File: config.mk
export PLATFORM = sky130hd
export DESIGN_NAME = fetch_sequencer
export DESIGN_NICKNAME = d
export VERILOG_FILES = /design/src/rtl/fetch_pkg.sv /design/src/rtl/fetch_skid_queue.sv /design/src/rtl/fetch_sequencer.sv
export SDC_FILE = /design/constraint.sdc
export NUM_CORES = 1
export LEC_CHECK = 0
export ABC_AREA = 1
export CORE_MARGIN = 2
export CORE_UTILIZATION = 41
export CTS_CLUSTER_SIZE = 8
export DETAILED_ROUTE_END_ITERATION = 7
export GPL_TIMING_DRIVEN = 0
export SYNTH_ARGS = -nofsm -noshare
export SYNTH_HDL_FRONTEND = slang
export SYNTH_SLANG_ARGS = --single-unit
File: constraint.sdc
create_clock -name clock -period 2.6 [get_ports clock]
set_input_delay 0.39 -clock clock [delete_from_list [all_inputs] [get_ports clock]]
set_output_delay 0.39 -clock clock [all_outputs]
set_load 0.1 [all_outputs]
File: src/rtl/fetch_pkg.sv
// fetch_pkg: shared widths, reset address, FSM encoding and queue entry layout for the fetch front end
package fetch_pkg;

    localparam int ADDR_W_DEF   = 12;
    localparam int INSTR_W_DEF  = 19;
    localparam int RESET_PC_DEF = 0;

    typedef enum logic {
        RUN  = 1'b0,
        HALT = 1'b1
    } state_t;

    typedef struct packed {
        logic [INSTR_W_DEF-1:0] instr;
        logic [ADDR_W_DEF-1:0]  pc;
    } entry_t;

endpackage

File: src/rtl/fetch_skid_queue.sv
// fetch_skid_queue: 2-entry FIFO holding returned {instr, pc} words; flush discards everything
module fetch_skid_queue
    import fetch_pkg::*;
#(
    parameter int W = $bits(entry_t)
) (
    input  logic         clock,
    input  logic         reset_n,
    input  logic         push,
    input  logic [W-1:0] push_data,
    input  logic         pop,
    input  logic         flush,
    output logic [W-1:0] head,
    output logic [1:0]   count
);

    logic [W-1:0] mem [2];
    logic         wr_ptr;
    logic         rd_ptr;

    assign head = mem[rd_ptr];

    // storage and pointers; a flush outranks any push arriving in the same cycle
    always_ff @(posedge clock or negedge reset_n) begin
        if (!reset_n) begin
            mem[0] <= '0;
            mem[1] <= '0;
            wr_ptr <= 1'b0;
            rd_ptr <= 1'b0;
            count  <= 2'd0;
        end else if (flush) begin
            wr_ptr <= 1'b0;
            rd_ptr <= 1'b0;
            count  <= 2'd0;
        end else begin
            if (push) begin
                mem[wr_ptr] <= push_data;
                wr_ptr      <= ~wr_ptr;
            end
            if (pop)
                rd_ptr <= ~rd_ptr;
            count <= count + 2'(push) - 2'(pop);
        end
    end

endmodule

File: src/rtl/fetch_sequencer.sv
// fetch_sequencer: PC owner and fetch controller for a 1-cycle registered instruction memory.
// Optional FETCH_SEQUENCER_PERF_EN adds saturating fetch_count / stall_count outputs.
module fetch_sequencer
    import fetch_pkg::*;
#(
    parameter int ADDR_W   = ADDR_W_DEF,
    parameter int INSTR_W  = INSTR_W_DEF,
    parameter int RESET_PC = RESET_PC_DEF
) (
    input  logic               clock,
    input  logic               reset_n,
    output logic [ADDR_W-1:0]  imem_addr,
    input  logic [INSTR_W-1:0] imem_instr,
    output logic               instr_valid,
    input  logic               instr_ready,
    output logic [INSTR_W-1:0] instr,
    output logic [ADDR_W-1:0]  instr_pc,
    input  logic               branch_valid,
    input  logic [ADDR_W-1:0]  branch_target,
    input  logic               halt_req,
`ifdef FETCH_SEQUENCER_PERF_EN
    output logic [15:0]        fetch_count,
    output logic [15:0]        stall_count,
`endif
    output logic               halted
);

    state_t              state;
    state_t              state_nxt;
    logic [ADDR_W-1:0]   pc;
    logic                inflight;
    logic [ADDR_W-1:0]   inflight_pc;
    logic [1:0]          count;
    logic                pop;
    logic                push;
    logic                issue;
    logic                room;

    assign imem_addr   = pc;
    assign instr_valid = (count != 2'd0);
    assign pop         = instr_valid & instr_ready;
    assign push        = inflight & ~branch_valid;
    assign room        = (3'(count) + 3'(inflight) - 3'(pop)) < 3'd2;
    assign halted      = (state == HALT) & (count == 2'd0) & ~inflight;

    // next state follows halt_req; a fetch needs RUN, no halt request, no redirect and a free slot
    always_comb begin
        state_nxt = state;
        issue     = 1'b0;
        state_nxt = halt_req ? HALT : RUN;
        issue     = (state == RUN) & ~halt_req & ~branch_valid & room;
    end

    // state register
    always_ff @(posedge clock or negedge reset_n) begin
        if (!reset_n)
            state <= RUN;
        else
            state <= state_nxt;
    end

    // program counter and in-flight tracking; a redirect drops the returning word
    always_ff @(posedge clock or negedge reset_n) begin
        if (!reset_n) begin
            pc          <= ADDR_W'(RESET_PC);
            inflight    <= 1'b0;
            inflight_pc <= '0;
        end else if (branch_valid) begin
            pc       <= branch_target;
            inflight <= 1'b0;
        end else if (issue) begin
            pc          <= pc + ADDR_W'(1);
            inflight    <= 1'b1;
            inflight_pc <= pc;
        end else begin
            inflight <= 1'b0;
        end
    end

    fetch_skid_queue #(
        .W(INSTR_W + ADDR_W)
    ) u_queue (
        .clock     (clock),
        .reset_n   (reset_n),
        .push      (push),
        .push_data ({imem_instr, inflight_pc}),
        .pop       (pop),
        .flush     (branch_valid),
        .head      ({instr, instr_pc}),
        .count     (count)
    );

`ifdef FETCH_SEQUENCER_PERF_EN
    // saturating counters of delivered instructions and starved RUN cycles
    always_ff @(posedge clock or negedge reset_n) begin
        if (!reset_n) begin
            fetch_count <= 16'd0;
            stall_count <= 16'd0;
        end else begin
            if (pop && fetch_count != 16'hFFFF)
                fetch_count <= fetch_count + 16'd1;
            if (state == RUN && !instr_valid && stall_count != 16'hFFFF)
                stall_count <= stall_count + 16'd1;
        end
    end
`endif

endmodule

==> impl.org <==
** GRT
- For this run, global-route usage on met1 was measured as 0.248.
- Global-route wire length before repair :: 17.4 mm
- For met3 alone, demand over resource in global routing was 0.0269.
- Entering global routing, the biggest net connects 64 pins.
- The layer flagged by global routing as most heavily used is met2.
- Met2 usage :: 0.318
- All-Layer GR Usage :: 0.189
- The number of antenna violations at the first check in global routing came to 0.
- Grt total ovfl :: 0
- The via count of the first global-routing pass came to ~3.7k.

** Critical path
- Maximum fanout count along the critical path :: 5
- Reg-to-reg setup timing slack :: 190 ps
- The worst setup path is launched from a register.
- Critical R2R Capture :: imem_addr[8]
- R2R cell count :: 12
- The setup path with the least slack is of type register to primary output.
- Data on the critical path arrives at its endpoint at 2070 ps.
- The worst setup path is captured at a primary output.
- Required time at the endpoint of the critical path :: 2210 ps
- The worst register-to-register path begins at u_queue.count[1].

** Route
- WL final :: roughly 10 mm
- Residual DRC count :: 0
- The first routing iteration left 204 violations.
- Detailed Routing Iterations Pass 1 :: 4
- The routed layout has about 3.7k vias.
- After detailed routing, the average wire length per cell comes to 12.7 microns.
- Using the TritonRoute via totals, the vias-per-cell ratio works out to between 4 and 5.
- Count of nets left with antenna violations after detail routing :: 0

** Yosys
- Averaged over all synthesized cells, the footprint is ~8.2 sq um.
- Proportion of register bits with asynchronous set or reset after synthesis :: 1.00
- Cell type with the highest aggregate area in the netlist :: sky130_fd_sc_hd__dfrtp_1
- Cells after synthesis :: 545
- Ranking of synthesized cells by instance count :: sky130_fd_sc_hd__nand2_1 (219), sky130_fd_sc_hd__dfrtp_1 (92), sky130_fd_sc_hd__inv_1 (57)
- Cell area after synthesis :: 4490 sq um
- Sequential area share after synthesis :: 0.513
- Fraction of synthesized cell area taken by the top area cell type :: 0.513
- In the post-synthesis netlist, the biggest area contributors are sky130_fd_sc_hd__dfrtp_1 (51%), sky130_fd_sc_hd__nand2_1 (18%), sky130_fd_sc_hd__inv_1 (4.8%), sky130_fd_sc_hd__o21ai_0 (4.7%), sky130_fd_sc_hd__o21ai_1 (2.9%).
- Among all cell types in the netlist, the one instantiated most often is sky130_fd_sc_hd__nand2_1.
- Yosys mapped a number of flops with a built-in enable equal to 0.
- Syn_nets :: 586
- In the synthesized netlist the dominant register cell turns out to be sky130_fd_sc_hd__dfrtp_1.
- Synth Register Bits :: 92
- The number of different library cells used by synthesis comes to 28.
- Yosys printed 0 warnings.

** Timing
- Worst path setup slack after routing :: 143 ps
- Worst slew margin relative to its limit :: 0.346
- Setup violations remaining at the end of the flow were counted as 0.
- Subtracting the final worst setup slack from the clock period gives 2460 ps.
- Dividing the final minimum period by the clock period gives 0.945.
- Final hold analysis gives a worst-case slack of 390 ps.
- At the pin with the least slew margin, the transition time is 978 ps.
- RSZ-0062 raised after global routing :: no
- Highest attainable clock frequency :: 0.407 GHz
- Final count of pins violating max slew :: 0
- Skew final :: 5.38 ps
- The final hold violation count was 0.

** Placed design
- HPWL Detailed :: 7.13 mm
- The count of buffers added on input and output ports is 79.
- Routability congestion estimate from global placement :: 0.781
- Pre-CTS worst setup slack :: -233 ps

** Die
- The die covers 11800 sq um.
- After floorplanning, the core was divided into 38 placement rows.
- The region available for standard cell placement spans 10700 sq um.
- The initial utilization of the core area, before any placement, comes to 0.418.
- Top-level port count :: 81
- Height of the die :: ~110 microns
- Die X :: around 110 microns

** Hold path
- Worst Hold Path EP :: imem_addr[9]
- In this run the most critical hold path is launched from branch_valid.
- The path class of the tightest hold or removal check is input pin to register.
- Hold Path Depth :: 5

** Clock network
- TritonCTS built the clock tree.
- The clock reaches the later pin of the worst-skew pair after 350 ps.
- Number of post-CTS setup repair buffers :: 0
- CTS placed an instance of sky130_fd_sc_hd__clkbuf_8 at the clock tree root.
- The clock passes through at most 2 buffers.
- Reg clk slew, reported paths :: 80 ps
- Total clock buffers created by CTS :: 9
- The clock drives 92 sinks.
- # H-tree levels :: 3

** Cells and area
- Of the cells placed in the final design, the portion with a size suffix greater than 1 is 0.167.
- From synthesis to final layout, the design area changed by 26.6%.
- Count of nets after finishing :: slightly below 700
- Count of antenna diodes in the layout :: 0

** Outcome
- The run finished with clean final reports.

** Flow run
- Number of maximum-capacitance constraint violations :: 0
-- how the worst max path moves through the flow --
stage	start	end	slack, ps	cells past startpoint
floorplan	u_queue.count[1]	halted	330	3
finish	u_queue.count[1]	halted	140	4
CTS	u_queue.rd_ptr	instr[2]	3	6
detailed placement	u_queue.rd_ptr	instr[18]	-230	6
global route	u_queue.rd_ptr	instr[2]	20	6
global placement	reset_n	imem_addr[8]	-2270	1
-- metal layers --
metal,up-vias,part of all wire
met2,72,0.48
met1,1723,0.47
li1,1879,-
met5,-,0
met4,0,0.0079
met3,7,0.041
-- final cells by class --
cell class,instances,area [sq um]
fillers,1058,5060
clock inverters,2,10.0
flip-flops and latches,92,2300
repair buffers,81,832
well taps,140,175
plain buffers,25,194
clock buffers,14,153
multi-input cells,368,1790
inverters,60,230
-- critical path: stages (launching register included) --
cell and delay [ps]:
sky130_fd_sc_hd__dfrtp_1 450, sky130_fd_sc_hd__nor2_1 200, sky130_fd_sc_hd__inv_1 100, sky130_fd_sc_hd__nor3_4 100
sky130_fd_sc_hd__dlygate4sd2_1 870
-- cells by family (layout without fill, tap and decap cells) --
family	Yosys count	after routing	share of synthesized area
AOI/OAI and AO/OA	81	81	0.0995
adders and majority gates	5	5	0.0156
DFF	92	92	0.513
and+or+nand+nor	282	282	0.279
buffers and inverters	85	182	0.0931
-- registers in the layout, summed over array words and instances (netlist names) --
register,count
u_queue.rd_ptr,1
inflight_pc,12
u_queue.mem,62
imem_addr,12
u_queue.count,2
u_queue.wr_ptr,1
state,1
inflight,1
-- per-stage QoR --
stage | setup TNS, ps | instance area (sq um) | util | instances
floorplan | 0 | 4500 | - | 545
global placement | -217730 | 5470 | 0.509 | 764
detailed placement | -9430 | 5490 | 0.511 | 765
CTS | 0 | 5670 | 0.528 | 782
global route | 0 | 5680 | 0.529 | 782
finish | 0 | 5680 | 0.529 | 782
-- timing repair --
| item | 4_1_cts | 5_1_grt |
|---|---|---|
| gates resized for setup | 109 | 11 |
| endpoints found under the setup margin | 32 | 44 |
| cloned | 0 | 0 |
| hold buffers | 1 | 0 |
| hold endpoints to repair | 29 | 0 |
-- layout by cell type (no fill, tap or decap), types with 2 or more instances in the layout --
cell	synthesis	routed
sky130_fd_sc_hd__nand4_1	2	2
sky130_fd_sc_hd__clkbuf_2	0	5
sky130_fd_sc_hd__dlygate4sd2_1	0	2
sky130_fd_sc_hd__buf_2	8	11
sky130_fd_sc_hd__clkdlybuf4s15_2	0	17
sky130_fd_sc_hd__o21ai_1	26	26
sky130_fd_sc_hd__nand2_2	3	3
sky130_fd_sc_hd__nand3_1	24	24
sky130_fd_sc_hd__nor2_1	12	10
sky130_fd_sc_hd__a21oi_1	2	2
sky130_fd_sc_hd__clkdlybuf4s18_2	0	10
sky130_fd_sc_hd__buf_6	9	9
sky130_fd_sc_hd__ha_1	4	4
sky130_fd_sc_hd__nand2_4	4	4
sky130_fd_sc_hd__nand3_2	9	9
sky130_fd_sc_hd__nand2_1	219	219
sky130_fd_sc_hd__o21ai_0	42	42
sky130_fd_sc_hd__dfrtp_1	92	92
sky130_fd_sc_hd__clkbuf_1	7	6
sky130_fd_sc_hd__clkdlybuf4s50_1	0	45
sky130_fd_sc_hd__nor2_8	2	2
sky130_fd_sc_hd__clkbuf_8	0	10
sky130_fd_sc_hd__nor2_2	2	4
sky130_fd_sc_hd__o21ai_2	11	11
sky130_fd_sc_hd__inv_2	2	2
sky130_fd_sc_hd__clkinv_2	0	2
sky130_fd_sc_hd__inv_1	57	57
Power is not shown: default switching activity piles up to over one toggle a cycle in this logic, so the estimate is an artifact.
